**config.mk**
```make
export PLATFORM = sky130hd
export DESIGN_NAME = lut_config_loader
export DESIGN_NICKNAME = d
export VERILOG_FILES = /design/src/rtl/lut_config_loader_pkg.sv /design/src/rtl/lut_config_loader_shift_word.sv /design/src/rtl/lut_config_loader.sv
export SDC_FILE = /design/constraint.sdc
export NUM_CORES = 1
export LEC_CHECK = 0
export CAP_MARGIN = 20
export CORE_MARGIN = 2
export CORE_UTILIZATION = 55
export CTS_BUF_LIST = sky130_fd_sc_hd__clkbuf_4
export CTS_CLUSTER_DIAMETER = 150
export DETAILED_ROUTE_END_ITERATION = 12
export PLACE_DENSITY = 0.77
export SYNTH_ARGS = -nofsm -noshare
export SYNTH_HDL_FRONTEND = slang
export SYNTH_SLANG_ARGS = --single-unit
```
**constraint.sdc**
```tcl
create_clock -name clk -period 5.8 [get_ports clk]
set_input_delay 0.87 -clock clk [delete_from_list [all_inputs] [get_ports clk]]
set_output_delay 0.87 -clock clk [all_outputs]
set_load 0.01 [all_outputs]
```
**src/rtl/lut_config_loader_pkg.sv**
```systemverilog
// Shared types and constants for the LUT configuration loader.
// Pin constants name the LUT mode-pin levels that enable evaluation.
package cfg_pkg;
  localparam int LUT_WIDTH = 16;

  typedef enum logic [2:0] {
    IDLE,
    LOAD,
    CHECK,
    VERIFY,
    COMMIT,
    RUN,
    FAIL
  } state_t;

  localparam logic PRGM_ACTIVE = 1'b1;
  localparam logic CLB_EVAL    = 1'b0;
endpackage

```
**src/rtl/lut_config_loader_shift_word.sv**
```systemverilog
// 16-bit LSB-first deserialiser. word presents the completed word in the
// same cycle as word_done, so the caller can capture it without a bubble.
module cfg_shift_word
  import cfg_pkg::*;
(
  input  logic                 clk,
  input  logic                 rst_n,
  input  logic                 clr,
  input  logic                 bit_in,
  input  logic                 bit_en,
  output logic [3:0]           bit_cnt,
  output logic [LUT_WIDTH-1:0] word,
  output logic                 word_done
);
  logic [LUT_WIDTH-1:0] sr;

  always_ff @(posedge clk or negedge rst_n) begin
    if (!rst_n) begin
      sr      <= '0;
      bit_cnt <= '0;
    end else if (clr) begin
      sr      <= '0;
      bit_cnt <= '0;
    end else if (bit_en) begin
      sr      <= {bit_in, sr[LUT_WIDTH-1:1]};
      bit_cnt <= bit_cnt + 4'd1;
    end
  end

  assign word      = {bit_in, sr[LUT_WIDTH-1:1]};
  assign word_done = bit_en && (bit_cnt == 4'hF);
endmodule

```
**src/rtl/lut_config_loader.sv**
```systemverilog
// Bit-serial LUT configuration loader: deserialises NUM_LUTS truth tables plus
// an XOR checksum, commits them atomically, then enables LUT evaluation.
module lut_config_loader
  import cfg_pkg::*;
#(
  parameter int NUM_LUTS = 4
) (
  input  logic                          clk,
  input  logic                          rst_n,
  input  logic                          start,
  input  logic                          cfg_bit,
  input  logic                          cfg_valid,
  output logic                          cfg_ready,
  output logic [NUM_LUTS*LUT_WIDTH-1:0] lut_cfg,
  output logic                          prgm_b,
  output logic                          clb_prgm_b,
  output logic                          busy,
  output logic                          done,
  output logic                          err
);
  localparam int WCW = $clog2(NUM_LUTS) + 1;

  state_t state, state_n;
  logic [WCW-1:0]                         word_cnt;
  logic [LUT_WIDTH-1:0]                   run_xor, chk_rx;
  logic [NUM_LUTS-1:0][LUT_WIDTH-1:0]     shadow;
  logic [3:0]                             bit_cnt;
  logic [LUT_WIDTH-1:0]                   word;
  logic                                   word_done;
  logic                                   restart, accept, last_word;

  assign restart   = start && (state == IDLE || state == RUN || state == FAIL);
  assign accept    = cfg_valid && cfg_ready;
  assign last_word = (word_cnt == WCW'(NUM_LUTS - 1));

  cfg_shift_word u_shift (
    .clk       (clk),
    .rst_n     (rst_n),
    .clr       (restart),
    .bit_in    (cfg_bit),
    .bit_en    (accept),
    .bit_cnt   (bit_cnt),
    .word      (word),
    .word_done (word_done)
  );

  always_ff @(posedge clk or negedge rst_n) begin
    if (!rst_n) state <= IDLE;
    else        state <= state_n;
  end

  always_comb begin
    state_n = state;
    case (state)
      IDLE, RUN, FAIL: if (start) state_n = LOAD;
      LOAD:            if (word_done && last_word) state_n = CHECK;
      CHECK:           if (word_done) state_n = VERIFY;
      VERIFY:          state_n = (chk_rx == run_xor) ? COMMIT : FAIL;
      COMMIT:          state_n = RUN;
      default:         state_n = IDLE;
    endcase
  end

  // Mode pins lag the commit by a cycle so the LUTs never see a half-written table.
  always_ff @(posedge clk or negedge rst_n) begin
    if (!rst_n) begin
      lut_cfg    <= '0;
      shadow     <= '0;
      prgm_b     <= 1'b0;
      clb_prgm_b <= 1'b1;
      cfg_ready  <= 1'b0;
      busy       <= 1'b0;
      done       <= 1'b0;
      err        <= 1'b0;
      word_cnt   <= '0;
      run_xor    <= '0;
      chk_rx     <= '0;
    end else begin
      cfg_ready <= (state_n == LOAD) || (state_n == CHECK);
      if (restart) begin
        busy       <= 1'b1;
        done       <= 1'b0;
        err        <= 1'b0;
        prgm_b     <= ~PRGM_ACTIVE;
        clb_prgm_b <= ~CLB_EVAL;
        word_cnt   <= '0;
        run_xor    <= '0;
      end else begin
        case (state)
          LOAD: if (accept) begin
            for (int k = 0; k < NUM_LUTS; k++)
              if (word_cnt == WCW'(k)) shadow[k][bit_cnt] <= cfg_bit;
            if (word_done) begin
              run_xor  <= run_xor ^ word;
              word_cnt <= last_word ? '0 : word_cnt + 1'b1;
            end
          end
          CHECK: if (word_done) chk_rx <= word;
          VERIFY: if (state_n == FAIL) begin
            err        <= 1'b1;
            busy       <= 1'b0;
            prgm_b     <= PRGM_ACTIVE;
            clb_prgm_b <= ~CLB_EVAL;
          end
          COMMIT: lut_cfg <= shadow;
          RUN: begin
            prgm_b     <= PRGM_ACTIVE;
            clb_prgm_b <= CLB_EVAL;
            done       <= 1'b1;
            busy       <= 1'b0;
          end
          default: ;
        endcase
      end
    end
  end
endmodule
```
==> flow_summary.json, run 1 <==
{
  "clkLatencyLatePin_ps": 570,
  "comb_power_frac": 0.218,
  "h_tree_lvls": 4,
  "final_max_slew_viol_count": 0,
  "place.port_buffers": 74,
  "hold_buffers": 0,
  "globalplace.congestion": 0.794,
  "share_clk_of_total_power": 0.198,
  "cts_inserted_buffers": 17,
  "postRouteWirelength_um": 16100,
  "outcome": "finished, final reports clean",
  "pin_count_of_the_biggest_net_entering_global_routing": 85,
  "synth.net_count": 683,
  "cts_setup_buffers": 0,
  "max_cap_viol_count": 0,
  "first_iter_violations": 326,
  "path_max_fanout": 17,
  "synth_seq_area_share": 0.579,
  "fin_worst_hold_slack_ps": 342,
  "grt_first_pass_wirelength_um": 26500,
  "dp_hpwl_um": 10900,
  "num-nets-final": 740,
  "synth_seq_cells": 191,
  "antenna_found_initial": 1,
  "synthArstFlopShare": 1.00,
  "netSwitchingPower_mw": 1.03,
  "design.die.area_um2": 16000,
  "grt-ovfl-total": 0,
  "post_synth_instance_area_um2": 8250,
  "critical-path-max-stage-delay_ps": 570,
  "setup_total_negative_slack_ps": 0,
  "tritoncts": "yes",
  "ys_types": 44,
  "grt_setup_unrepaired": "no",
  "cts.clk_slew.worst_paths_ps": 140,
  "arrival_ps": 3260,
  "timing.fmax_mhz": 357,
  "final.setup_skew_ps": 16.6,
  "synth.avg_cell_area_um2": 12.3,
  "cts-root-to-sink-buffers": 2,
  "syn_to_final_growth_pct": 12.4,
  "post-route-cell-area_um2": 9270,
  "ctsResizeCount": 0,
  "clock_sink_total": 191,
  "max-vdd-ir-drop_mv": 0.186,
  "fp-row-count": 44,
  "die_height_um": 126,
  "detailed_place.area_um2": 9050,
  "groute.usage.overall": 0.209,
  "reg2regPathDepth": 5,
  "post-place-ws_ps": 2400,
  "final_setup_viols": 0,
  "chipWidth_um": 126,
  "timing.hold.worst.class": "primary input to async pin",
  "floorplan.io_pins": 75,
  "slowest_stage": "sky130_fd_sc_hd__and2_1",
  "vias_in_the_first_global_route": 5183,
  "cts_root_buf": "sky130_fd_sc_hd__clkbuf_4",
  "route.detailed.drc": 0,
  "list_of_cells_traversed_by_the_critical_path": "clkdlybuf4s50_1 -> nand2_1 -> nor4_2 -> and2_1 -> nand2_1 -> mux2_1",
  "slew_headroom": 0.291,
  "synth-warning-count": 0,
  "synth_enable_flop_cells": 0,
  "seq_power_share": 0.584,
  "route.antenna.remaining_nets": 0,
  "p_per_area_nw_per_um2": 332,
  "rr_endpoint": "chk_rx[2]",
  "commonest_cells_after_routing_fill_and_taps_aside": "sky130_fd_sc_hd__dfrtp_1 (190), sky130_fd_sc_hd__mux2_2 (131), sky130_fd_sc_hd__nand2_1 (119), sky130_fd_sc_hd__clkdlybuf4s50_1 (72), sky130_fd_sc_hd__xor2_1 (35)",
  "switch_share": 0.335,
  "cellLeakagePower_nw": 4.48,
  "viasPerCell": 5.51,
  "drive_gt1_frac": 0.249,
  "placeableCoreArea_um2": 14600,
  "detailedRoute.firstPassIterationCount": 4,
  "timing.critical_path.from_type": "primary input",
  "worstReg2RegStart": "u_shift.bit_cnt[0]",
  "worst_margin_slew_ps": 1060,
  "fin_total_pwr_mw": 3.08,
  "crit_top_cell": "sky130_fd_sc_hd__nand2_1",
  "average_routed_wire_per_standard_cell_um": 17.4,
  "final_min_period_over_clock_period": 0.482,
  "worst_setup_path_end_kind": "register",
  "start_util": 0.566,
  "timing.setup.critical_path_class": "primary input to register",
  "layout_commonest_cell": "sky130_fd_sc_hd__dfrtp_1",
  "critical_path_required_ps": 6260,
  "syn-instance-count": 670,
  "layout_min_cycle_time_ps": 2800,
  "flip_flop_cell_with_the_highest_count_after_synthesis": "sky130_fd_sc_hd__dfrtp_1",
  "post-route-worst-setup-slack_ps": 3000,
  "detailroute.via_count": 5095,
  "r2r_slack_ps": 3130,
  "internal-power_mw": 2.05,
  "hold_viol": 0
}
per-stage QoR:
stage,utilization,cells
2_1_floorplan,-,670
3_3_place_gp,0.620,892
3_5_place_dp,0.620,892
4_1_cts,0.636,924
5_1_grt,0.636,925
6_report,0.636,925
final cells by class:
cell class              count  area, um^2
diodes                      1        2.50
clock buffers              17         128
clock inverters            15        97.6
fillers                  1083        5320
inverters                   8        30.0
multi-input cells         430        3230
flip-flops and latches    191        4780
well taps                 184         230
repair buffers             79         774
Yosys cell counts (7+ instances only):
library cell	instances	area, um^2
sky130_fd_sc_hd__clkbuf_1	17	63.8
sky130_fd_sc_hd__xor2_1	35	307
sky130_fd_sc_hd__a21oi_1	24	120
sky130_fd_sc_hd__nor2_1	27	101
sky130_fd_sc_hd__dfrtp_1	190	4750
sky130_fd_sc_hd__inv_1	8	30.0
sky130_fd_sc_hd__o21ai_0	7	35.0
sky130_fd_sc_hd__mux2_4	10	150
sky130_fd_sc_hd__buf_2	11	55.1
sky130_fd_sc_hd__and2_1	16	100
sky130_fd_sc_hd__ha_1	8	100
sky130_fd_sc_hd__nand2_1	119	447
sky130_fd_sc_hd__mux2_2	131	1480
layer usage:
layer | up-vias | GRT usage | routed length, um | share of wire
met5 | - | 0 | 0 | 0
met4 | 0 | 0.0588 | 245 | 0.015
met3 | 18 | 0.0510 | 588 | 0.036
met2 | 106 | 0.338 | 7910 | 0.49
met1 | 2608 | 0.286 | 7380 | 0.46
li1 | 2363 | - | - | -
worst max path at each step:
stage | depth (start not counted) | slack, ps | from | end
after detailed placement | 6 | 2400 | cfg_valid | shadow[62]
after floorplan | 7 | 3660 | cfg_valid | shadow[46]
after global placement | 6 | 2500 | cfg_valid | shadow[60]
after global routing | 6 | 2860 | cfg_valid | shadow[60]
after CTS | 6 | 3020 | cfg_valid | shadow[62]
final | 6 | 3000 | cfg_valid | shadow[62]
power groups by stage:
stage	Clock (mW)	Sequential (mW)	Combinational (mW)
after floorplan	0	1.74	0.505
after global placement	0	1.80	0.643
after detailed placement	0	1.82	0.674
after CTS	0.631	1.79	0.677
after global routing	0.681	1.83	0.746
final	0.610	1.80	0.672
kinds of logic (layout without fill, tap and decap cells):
logic type,count (synthesis),count (layout),share of synthesized area
fa+ha+maj,9,9,0.0133
flops,191,191,0.579
xor+xnor,36,36,0.0382
compound gates,42,42,0.0297
buf+inv,49,119,0.0305
simple gates,198,198,0.106
mux,145,145,0.202
other cells,0,1,0
critical path, delay by kind of cell:
family / cells / cell delay [ps]
and+or+nand+nor: 4 / 1530
buffers and inverters: 1 / 520
muxes: 1 / 350
state kept, by name, indices dropped and copies added, names as in the netlist:
| register | cells |
|---|---|
| u_shift.bit_cnt | 4 |
| err | 1 |
| shadow | 64 |
| state | 3 |
| word_cnt | 3 |
| lut_cfg | 64 |
| chk_rx | 16 |
| u_shift.sr | 15 |
| run_xor | 16 |
| prgm_b | 1 |
| clb_prgm_b | 1 |
| busy | 1 |
| done | 1 |
| cfg_ready | 1 |
Power figures use the tool's default switching activity.
==> inputs of run 2 (changes only) <==
clock period = 2.9 ns   (was 5.8 ns; I/O delays follow)
==> run 2 against run 1 <==
Against the previous run:
- worst setup slack worse by 2200 ps
- critical endpoint is now clb_prgm_b
- critical path type is now register to primary output
- power grew 110%
- global-route usage rose by 0.34 points
- die area is the same
==> flow_summary.json, run 2 (synthesized netlist as in run 1, its figures left out) <==
{
  "outcome": "finished, final reports clean",
  "timing.critical_path.from_type": "register",
  "timing.setup.critical_path_class": "register to primary output",
  "slowest_stage": "sky130_fd_sc_hd__dfstp_2",
  "place.port_buffers": 74,
  "timing.critical_path.max_delay_family": "flip-flops",
  "average_routed_wire_per_standard_cell_um": 17.3,
  "final_setup_viols": 0,
  "cts-root-to-sink-buffers": 2,
  "setup_total_negative_slack_ps": 0,
  "placeableCoreArea_um2": 14600,
  "r2r_slack_ps": 800,
  "critical-path-max-stage-delay_ps": 570,
  "worst_margin_slew_ps": 615,
  "post-route-worst-setup-slack_ps": 777,
  "die_height_um": 126,
  "grt_first_pass_wirelength_um": 26700,
  "critical_path_required_ps": 2470,
  "detailedRoute.firstPassIterationCount": 4,
  "start_util": 0.566,
  "biggestRegsByFlops": "lut_cfg (64), shadow (64)",
  "worst_setup_path_end_kind": "primary output",
  "commonest_cells_after_routing_fill_and_taps_aside": "sky130_fd_sc_hd__dfrtp_1 (190), sky130_fd_sc_hd__mux2_2 (131), sky130_fd_sc_hd__nand2_1 (119), sky130_fd_sc_hd__clkdlybuf4s50_1 (72), sky130_fd_sc_hd__xor2_1 (35)",
  "antenna_found_initial": 1,
  "final.setup_skew_ps": 11.0,
  "worstReg2RegStart": "u_shift.bit_cnt[0]",
  "layout_commonest_cell": "sky130_fd_sc_hd__dfrtp_1",
  "floorplan.io_pins": 75,
  "drive_gt1_frac": 0.261,
  "route.detailed.drc": 0,
  "vias_in_the_first_global_route": 5185,
  "viasPerCell": 5.49,
  "tritoncts": "yes",
  "num-nets-final": 753,
  "pin_count_of_the_biggest_net_entering_global_routing": 74,
  "rr_endpoint": "chk_rx[3]",
  "cts.clk_slew.worst_paths_ps": 140,
  "clkLatencyLatePin_ps": 580,
  "list_of_cells_traversed_by_the_critical_path": "clkdlybuf4s50_1",
  "postRouteWirelength_um": 16200,
  "arrival_ps": 1690,
  "max-vdd-ir-drop_mv": 0.444,
  "max_cap_viol_count": 0,
  "first_iter_violations": 392,
  "critical_path.endpoint": "clb_prgm_b",
  "design.die.area_um2": 16000,
  "timing.hold.worst.class": "primary input to register",
  "path_max_fanout": 3,
  "h_tree_lvls": 4,
  "timing.fmax_mhz": 471,
  "cts_inserted_buffers": 17,
  "critPathLaunch": "clb_prgm_b",
  "layout_min_cycle_time_ps": 2120,
  "syn_to_final_growth_pct": 15.3,
  "dp_hpwl_um": 11100,
  "route.antenna.remaining_nets": 0,
  "slew_headroom": 0.590,
  "hold_viol": 0,
  "clock_sink_total": 191,
  "fin_total_pwr_mw": 6.58,
  "chipWidth_um": 126,
  "grt-ovfl-total": 0,
  "grt_setup_unrepaired": "no",
  "path_buf_inv": 1,
  "cellLeakagePower_nw": 4.61,
  "groute.usage.overall": 0.213,
  "p_per_area_nw_per_um2": 692,
  "post-place-ws_ps": 626,
  "reg2regPathDepth": 6,
  "cts_root_buf": "sky130_fd_sc_hd__clkbuf_4",
  "final_min_period_over_clock_period": 0.732,
  "final_max_slew_viol_count": 0,
  "ctsResizeCount": 0,
  "fp-row-count": 44,
  "detailroute.via_count": 5146,
  "globalplace.congestion": 0.761,
  "cp_num_cells": 1
}
## run 2: what timing repair did
item,in CTS,in global routing
endpoints found under the hold margin,59,0
setup buffers,0,0
endpoints found under the setup margin,0,0
hold buffers,1,0
## run 2: worst min path at each step
stage               startpoint             end  cells past startpoint
floorplan                rst_n            busy                      0
global placement         rst_n     lut_cfg[54]                      1
detailed placement       rst_n     lut_cfg[54]                      1
CTS                    cfg_bit  u_shift.sr[15]                      3
global route           cfg_bit  u_shift.sr[15]                      3
finish                 cfg_bit  u_shift.sr[15]                      3
## run 2: layer usage
| layer | global-route usage | part of all wire | vias to the layer above |
|---|---|---|---|
| li1 | - | - | 2387 |
| met1 | 0.284 | 0.44 | 2622 |
| met2 | 0.353 | 0.51 | 120 |
| met3 | 0.0477 | 0.044 | 17 |
| met4 | 0.0633 | 0.012 | 0 |
| met5 | 0 | 0 | - |
## run 2: final cells by class
type | count | area [um^2]
clock inverters | 13 | 194
diodes | 1 | 2.50
repair buffers | 92 | 912
flip-flops and latches | 191 | 4780
multi-input cells | 430 | 3230
fillers | 1084 | 5070
clock buffers | 18 | 135
well taps | 184 | 230
inverters | 8 | 30.0
## run 2: report_power, final
part           internal [mW]  switching, mW
clock                  0.766          0.848
sequential              3.16          0.414
combinational          0.637          0.756
## run 2: per-stage QoR
stage / hold slack (ps) / utilization / cell area, um^2 / instances
4_1_cts: 184 / 0.652 / 9510 / 936
3_5_place_dp: 447 / 0.629 / 9170 / 904
3_3_place_gp: 443 / 0.629 / 9170 / 904
2_1_floorplan: 139 / - / 8250 / 670
5_1_grt: 201 / 0.652 / 9520 / 937
6_report: 233 / 0.652 / 9520 / 937
